`src/rtl/i2s_rx_if.sv`:
```
// I2S receiver bus bundle.
// Groups the asynchronous serial lines (sclk, lrclk, sdata) with the
// parallel sample outputs (left_chan, right_chan, sample_strobe, frame_err,
// locked) of the receiver.
//   slave  : receiver side (takes the serial lines, drives the samples)
//   master : source/consumer side (drives the serial lines, takes the samples)
interface i2s_rx_if #(
  parameter int WIDTH = 16
);
  logic                    sclk;
  logic                    lrclk;
  logic                    sdata;
  logic signed [WIDTH-1:0] left_chan;
  logic signed [WIDTH-1:0] right_chan;
  logic                    sample_strobe;
  logic                    frame_err;
  logic                    locked;

  modport slave (
    input  sclk, lrclk, sdata,
    output left_chan, right_chan, sample_strobe, frame_err, locked
  );

  modport master (
    output sclk, lrclk, sdata,
    input  left_chan, right_chan, sample_strobe, frame_err, locked
  );
endinterface

```
`src/rtl/i2s_rx.sv`:
```
// I2S slave receiver: oversamples an externally clocked I2S stream with clk
// and delivers signed left/right sample pairs in the clk domain.
// Ports:
//   clk      system clock, all logic on its rising edge
//   reset_n  asynchronous active-low reset
//   bus      i2s_rx_if.slave
//              sclk/lrclk/sdata   asynchronous I2S inputs
//              left_chan/right_chan last complete pair (signed, WIDTH bits)
//              sample_strobe      one-clk pulse when the pair updates
//              frame_err          one-clk pulse when a committed word was short
//              locked             high while a valid stereo stream is received
module i2s_rx #(
  parameter int WIDTH   = 16,
  parameter int TIMEOUT = 1024
) (
  input logic     clk,
  input logic     reset_n,
  i2s_rx_if.slave bus
);
  localparam int CNT_W  = $clog2(WIDTH + 1);
  localparam int IDLE_W = $clog2(TIMEOUT + 1);

  typedef enum logic [1:0] {
    ST_HUNT   = 2'd0,
    ST_SYNC   = 2'd1,
    ST_LOCKED = 2'd2
  } state_t;

  state_t r_state;
  state_t w_state_nxt;

  logic [1:0]              r_sclk_sync;
  logic [1:0]              r_lrclk_sync;
  logic [1:0]              r_sdata_sync;
  logic                    r_sclk_d;
  logic                    r_ws_q;
  logic                    r_ws_qq;
  logic [WIDTH-1:0]        r_shreg;
  logic [CNT_W-1:0]        r_bitcnt;
  logic signed [WIDTH-1:0] r_left_hold;
  logic signed [WIDTH-1:0] r_left;
  logic signed [WIDTH-1:0] r_right;
  logic                    r_have_left;
  logic                    r_strobe;
  logic                    r_ferr;
  logic [IDLE_W-1:0]       r_idle;

  logic             w_sclk;
  logic             w_ws;
  logic             w_bit;
  logic             w_bit_edge;
  logic             w_boundary;
  logic             w_commit;
  logic             w_timeout;
  logic             w_word_full;
  logic [WIDTH-1:0] w_ins;

  assign w_sclk      = r_sclk_sync[1];
  assign w_ws        = r_lrclk_sync[1];
  assign w_bit       = r_sdata_sync[1];
  assign w_bit_edge  = w_sclk & ~r_sclk_d;
  // ws_q/ws_qq still hold the values from the two previous bit edges, so a
  // difference here means the current bit is the MSB of a new word.
  assign w_boundary  = w_bit_edge & (r_ws_q != r_ws_qq);
  assign w_commit    = w_boundary & (r_state != ST_HUNT);
  assign w_timeout   = ~w_bit_edge & (r_idle == IDLE_W'(TIMEOUT - 1));
  assign w_word_full = (r_bitcnt >= CNT_W'(WIDTH));
  // Bits land at their final left-justified position, so a short word is
  // already zero-filled in its LSBs when it is committed.
  assign w_ins       = {w_bit, {(WIDTH-1){1'b0}}} >> r_bitcnt;

  // Input synchronisers and sclk edge history
  always_ff @(posedge clk or negedge reset_n) begin
    if (!reset_n) begin
      r_sclk_sync  <= '0;
      r_lrclk_sync <= '0;
      r_sdata_sync <= '0;
      r_sclk_d     <= 1'b0;
    end else begin
      r_sclk_sync  <= {r_sclk_sync[0], bus.sclk};
      r_lrclk_sync <= {r_lrclk_sync[0], bus.lrclk};
      r_sdata_sync <= {r_sdata_sync[0], bus.sdata};
      r_sclk_d     <= w_sclk;
    end
  end

  // Bit capture: word-select history, shift register, bit counter
  always_ff @(posedge clk or negedge reset_n) begin
    if (!reset_n) begin
      r_ws_q   <= 1'b0;
      r_ws_qq  <= 1'b0;
      r_shreg  <= '0;
      r_bitcnt <= '0;
    end else if (w_bit_edge) begin
      r_ws_q  <= w_ws;
      r_ws_qq <= r_ws_q;
      if (w_boundary) begin
        r_shreg  <= {w_bit, {(WIDTH-1){1'b0}}};
        r_bitcnt <= CNT_W'(1);
      end else if (!w_word_full) begin
        r_shreg  <= r_shreg | w_ins;
        r_bitcnt <= r_bitcnt + CNT_W'(1);
      end
    end
  end

  // Commit of the word that just ended (channel = ws_qq) and pairing
  always_ff @(posedge clk or negedge reset_n) begin
    if (!reset_n) begin
      r_left_hold <= '0;
      r_left      <= '0;
      r_right     <= '0;
      r_have_left <= 1'b0;
      r_strobe    <= 1'b0;
      r_ferr      <= 1'b0;
    end else begin
      r_strobe <= 1'b0;
      r_ferr   <= 1'b0;
      if (w_commit) begin
        r_ferr <= ~w_word_full;
        if (!r_ws_qq) begin
          r_left_hold <= r_shreg;
          r_have_left <= 1'b1;
        end else if (r_have_left) begin
          r_left      <= r_left_hold;
          r_right     <= r_shreg;
          r_strobe    <= 1'b1;
          r_have_left <= 1'b0;
        end
      end
      if (w_timeout) begin
        r_have_left <= 1'b0;
      end
    end
  end

  // Idle counter: clk cycles since the last bit edge, saturating at TIMEOUT
  always_ff @(posedge clk or negedge reset_n) begin
    if (!reset_n) begin
      r_idle <= '0;
    end else if (w_bit_edge) begin
      r_idle <= '0;
    end else if (r_idle != IDLE_W'(TIMEOUT)) begin
      r_idle <= r_idle + IDLE_W'(1);
    end
  end

  // Receive state register
  always_ff @(posedge clk or negedge reset_n) begin
    if (!reset_n) begin
      r_state <= ST_HUNT;
    end else begin
      r_state <= w_state_nxt;
    end
  end

  // Leaving SYNC on the registered strobe makes locked rise the cycle after
  // the first strobe rather than alongside it.
  always_comb begin
    w_state_nxt = r_state;
    case (r_state)
      ST_HUNT:   if (w_boundary) w_state_nxt = ST_SYNC;
      ST_SYNC:   if (r_strobe)   w_state_nxt = ST_LOCKED;
      ST_LOCKED: w_state_nxt = ST_LOCKED;
      default:   w_state_nxt = ST_HUNT;
    endcase
    if (w_timeout) begin
      w_state_nxt = ST_HUNT;
    end
  end

  assign bus.left_chan     = r_left;
  assign bus.right_chan    = r_right;
  assign bus.sample_strobe = r_strobe;
  assign bus.frame_err     = r_ferr;
  assign bus.locked        = (r_state == ST_LOCKED);
endmodule

```
`src/flat_wrapper.sv`:
```
// flat-port wrapper written by rule: the top's interface ports become plain ports
module i2s_rx_flat 
#(
  parameter int WIDTH   = 16,
  parameter int TIMEOUT = 1024
)
  (clk, reset_n, bus_sclk, bus_lrclk, bus_sdata, bus_left_chan, bus_right_chan, bus_sample_strobe, bus_frame_err, bus_locked);
  i2s_rx_if #(.WIDTH(WIDTH)) bus_i ();
  input logic clk;
  input logic reset_n;
  input wire logic [$bits(bus_i.sclk)-1:0] bus_sclk;
  input wire logic [$bits(bus_i.lrclk)-1:0] bus_lrclk;
  input wire logic [$bits(bus_i.sdata)-1:0] bus_sdata;
  output wire logic [$bits(bus_i.left_chan)-1:0] bus_left_chan;
  output wire logic [$bits(bus_i.right_chan)-1:0] bus_right_chan;
  output wire logic [$bits(bus_i.sample_strobe)-1:0] bus_sample_strobe;
  output wire logic [$bits(bus_i.frame_err)-1:0] bus_frame_err;
  output wire logic [$bits(bus_i.locked)-1:0] bus_locked;
  assign bus_i.sclk = bus_sclk;
  assign bus_i.lrclk = bus_lrclk;
  assign bus_i.sdata = bus_sdata;
  assign bus_left_chan = bus_i.left_chan;
  assign bus_right_chan = bus_i.right_chan;
  assign bus_sample_strobe = bus_i.sample_strobe;
  assign bus_frame_err = bus_i.frame_err;
  assign bus_locked = bus_i.locked;
  i2s_rx #(.WIDTH(WIDTH), .TIMEOUT(TIMEOUT)) u_core (.clk(clk), .reset_n(reset_n), .bus(bus_i));
endmodule
```
`config.mk`:
```
export PLATFORM = sky130hd
export DESIGN_NAME = i2s_rx_flat
export DESIGN_NICKNAME = d
export VERILOG_FILES = /design/src/rtl/i2s_rx_if.sv /design/src/rtl/i2s_rx.sv /design/src/flat_wrapper.sv
export SDC_FILE = /design/constraint.sdc
export NUM_CORES = 1
export LEC_CHECK = 0
export ABC_CLOCK_PERIOD_IN_PS = 1900
export BUFFER_PORTS_ARGS = -buffer_cell sky130_fd_sc_hd__buf_4
export CORE_MARGIN = 2
export CORE_UTILIZATION = 58
export CTS_CLUSTER_DIAMETER = 200
export DETAILED_ROUTE_END_ITERATION = 16
export PLACE_DENSITY = 0.85
export RECOVER_POWER = 25
export SLEW_MARGIN = 10
export SYNTH_ARGS = -nofsm -noshare
export SYNTH_HDL_FRONTEND = slang
export SYNTH_SLANG_ARGS = --single-unit
```
`constraint.sdc`:
```
create_clock -name clk -period 1.9 [get_ports clk]
set_input_delay 0.095 -clock clk [delete_from_list [all_inputs] [get_ports clk]]
set_output_delay 0.095 -clock clk [all_outputs]
set_load 0.01 [all_outputs]
```
==> summary.txt <==
Run status
  • Status: completed

Clock network
  • H-tree depth: 3
  • Clock transition at the registers of the reported paths: 0.09 ns
  • CTS tree: built
  • Clock root buffer: clkbuf_8
  • Post-CTS Hold Fix Bufs: 4
  • Worst-skew pair later-pin latency: 0.37 ns
  • CTS Sinks: 94
  • # resized after CTS: 0
  • Setup Buffers After CTS: 0
  • Longest Clk Path Bufs: 2
  • Num CTS Buffers: 9

Pwr
  • Static Leakage: 2.27 nW
  • Pwr per Cell Area: 1040 nW/um^2
  • Worst vdd ir: 0.627 mV

Drt
  • Routed Antenna Nets: 0
  • DRC viols: 0
  • Initial DRT Pass Iterations: 4
  • Via count: 2394
  • Vias per cell: between 5 and 6
  • 1st-iter DRT viols: between 150 and 200
  • Avg WL per Cell: 16.0 um
  • Final WL: 6.82 mm

Layout
  • # fillers: between 400 and 500
  • Fin util: 70.4%
  • Number of diodes: 0
  • Layout cell share with drive strength beyond 1: 33.8%
  • Layout area overhead: 18.2%
  • Nets: 355

Die
  • Die Ht: 84.3 um
  • Row cnt: 29
  • I/O pin total: 40
  • Core Footprint: 6280 um^2
  • Die X: 84.3 um
  • Die area: 7110 um^2
  • Initial core utilization: between 50 and 60%

Worst setup path
  • CP max-delay cell: dfrtp_1
  • WP data required: ~2.2 ns
  • Startpoint Class: register
  • Crit path DAT: 2.02 ns
  • R2R cell count: 5
  • Setup CP Type: reg2reg
  • Kind of end point of the critical path: register
  • Critical Path Stages: 5
  • Largest stage delay on the critical path: 0.48 ns
  • CP bufs+invs: 1
  • Top Family by Delay on Critical Path: flip-flops
  • Critical path peak fanout: 16
  • CP cell instances: xor2_2 -> nand2_2 -> or3_1 -> buf_12 -> mux2_2

Synth
  • Synth Net Count: 299
  • Post-Syn Area per Cell: 13.0 um^2
  • Yosys warns: 0
  • Synthesized area: 3740 um^2
  • Count of different cell masters after synthesis: 38
  • Post-synth EDFFs: 0
  • Top FF cell, synth: dfrtp_1
  • Flops & latches, synth: 94
  • Sequential share of the synthesized area: between 60 and 70%
  • Post-synth ARST share: 100%
  • Syn Inst Count: 288

Global route
  • Total gr overflow: 0
  • Initial antenna violation count: 0
  • Vias in the first global route: 2488
  • First-pass GRT wire length: 11.8 mm
  • GRT Total Usage: 21.5%
  • Largest net degree at the start of global routing: 38

Flow run
  • Max Cap Violations: 0

Min path
  • WHS Path Cells: 0
  • Worst hold path type: reg2reg

STA
  • RSZ-0062 raised after global routing: no
  • Final hold vios: 0
  • Max-slew violations: 0
  • Max Clk Rate: 566 MHz
  • Rel. slew slack: about two fifths
  • Setup TNS Final: 0 ns
  • Final setup violating endpoints: 0
  • Slew @ Worst Pin: around 0.88 ns
  • Post-layout min period: 1.77 ns
  • Worst Skew: 0.0129 ns
  • Final period util: between 90 and 100%

Placement
  • IO buf count: 39
  • HPWL after detailed placement: around 4.8 mm
  • Gpl congestion: 0.846
## stage by stage
stage	hold slack, ns	std cells	instance area, um^2	total power [W]	worst slack, ns
after floorplan	-0.201	288	3740	0.00293	0.172
after global placement	0.0763	406	4190	0.00321	0.203
after detailed placement	0.0838	406	4190	0.00326	0.152
after CTS	0.232	426	4430	0.00461	0.139
after global routing	0.371	426	4420	0.00485	0.0465
final	0.361	426	4420	0.00460	0.132
## per-layer routing
| metal | GRT usage (%) | up-vias | part of all wire [%] |
|---|---|---|---|
| met3 | 4.52 | 16 | 4.5 |
| met2 | 34.7 | 66 | 50 |
| met1 | 28.4 | 1196 | 43 |
| met4 | 9.68 | 0 | 2.3 |
| li1 | - | 1116 | - |
| met5 | 0 | - | 0 |
## worst paths after layout
kind                                                        from                            endpoint  slack [ns]
worst max-delay path                  u_core.r_ws_qq$_DFFE_PN0N_   u_core.r_left_hold[3]$_DFFE_PN0P_        0.13
worst min-delay path            u_core.r_lrclk_sync[0]$_DFF_PN0_    u_core.r_lrclk_sync[1]$_DFF_PN0_        0.36
worst max register to register        u_core.r_ws_qq$_DFFE_PN0N_   u_core.r_left_hold[3]$_DFFE_PN0P_        0.13
worst min register to register  u_core.r_lrclk_sync[0]$_DFF_PN0_    u_core.r_lrclk_sync[1]$_DFF_PN0_        0.36
max in group asynchronous                                reset_n  u_core.r_left_hold[12]$_DFFE_PN0P_        0.64
min in group asynchronous                                reset_n  u_core.r_left_hold[10]$_DFFE_PN0P_        0.38
## kinds of logic (layout without fill, tap and decap cells)
kind of cell / after synthesis / count (layout) / share of synthesized area, %
mux: 48 / 48 / 14.4
fa+ha+maj: 6 / 6 / 2.01
simple gates: 79 / 79 / 10.6
flops: 94 / 94 / 62.9
xor+xnor: 11 / 11 / 2.78
compound gates: 34 / 34 / 5.15
buf+inv: 16 / 77 / 2.11
## placed cells by master (no fill, tap or decap), types with 4 or more instances in the layout
cell type and instances:
nand4_1 4, clkinvlp_4 4, dlygate4sd3_1 4, ha_1 6, inv_1 7, mux2_2 48
nor2_1 30, buf_4 41, o21ai_0 5, and3_1 4, clkbuf_2 4, clkbuf_8 10
nand3_1 5, nand2_1 14, xor2_1 7, nor3_1 4, a21oi_1 22, dfrtp_1 94
## Yosys cell counts (2+ instances only)
master,n,area share [%]
nor3_1,4,0.54
and4_1,3,0.70
mux2_2,48,14
buf_2,3,0.40
ha_1,6,2.0
nand4_1,4,0.67
inv_1,7,0.70
nor2b_1,2,0.33
and3_1,4,0.67
o21ai_0,5,0.67
a41oi_1,2,0.47
dfrtp_1,94,63
xnor2_1,3,0.70
clkbuf_1,3,0.30
nand3_1,5,0.67
buf_6,2,0.60
nand2b_1,3,0.50
a21oi_1,22,2.9
nand2_1,14,1.4
xor2_1,7,1.6
nor2_1,30,3.0
## state kept, by name, summed over array words and instances (netlist names), 5 cells and up
| name | cells |
|---|---|
| u_core.bus.left_chan | 16 |
| u_core.bus.right_chan | 16 |
| u_core.r_bitcnt | 5 |
| u_core.r_idle | 11 |
| u_core.r_left_hold | 16 |
| u_core.r_shreg | 16 |
## worst register-to-register path: cells and delay by family, from the launching register on
family	cells	cell delay [ns]
xor+xnor	1	0.25
buf+inv	1	0.18
flops	1	0.48
mux	1	0.27
simple gates	2	0.47
## layout make-up
class                      instances  area [um^2]  area share (%)
tap                               77         96.3            2.18
timing repair buffer              54          430            9.73
sequential                        94         2350            53.2
multi-input combinational        178         1310            29.6
inverter                           7         26.3           0.594
clock inverter                     6         68.8            1.56
clock buffer                      10          138            3.11
## power by group
part	total (W)	switching, W	leakage (nW)	internal [W]
Clock	0.00137	0.000721	0.0912	0.000648
Combinational	0.000757	0.000391	0.913	0.000366
Sequential	0.00247	0.000227	1.27	0.00224
(Power assumes the default switching activity.)
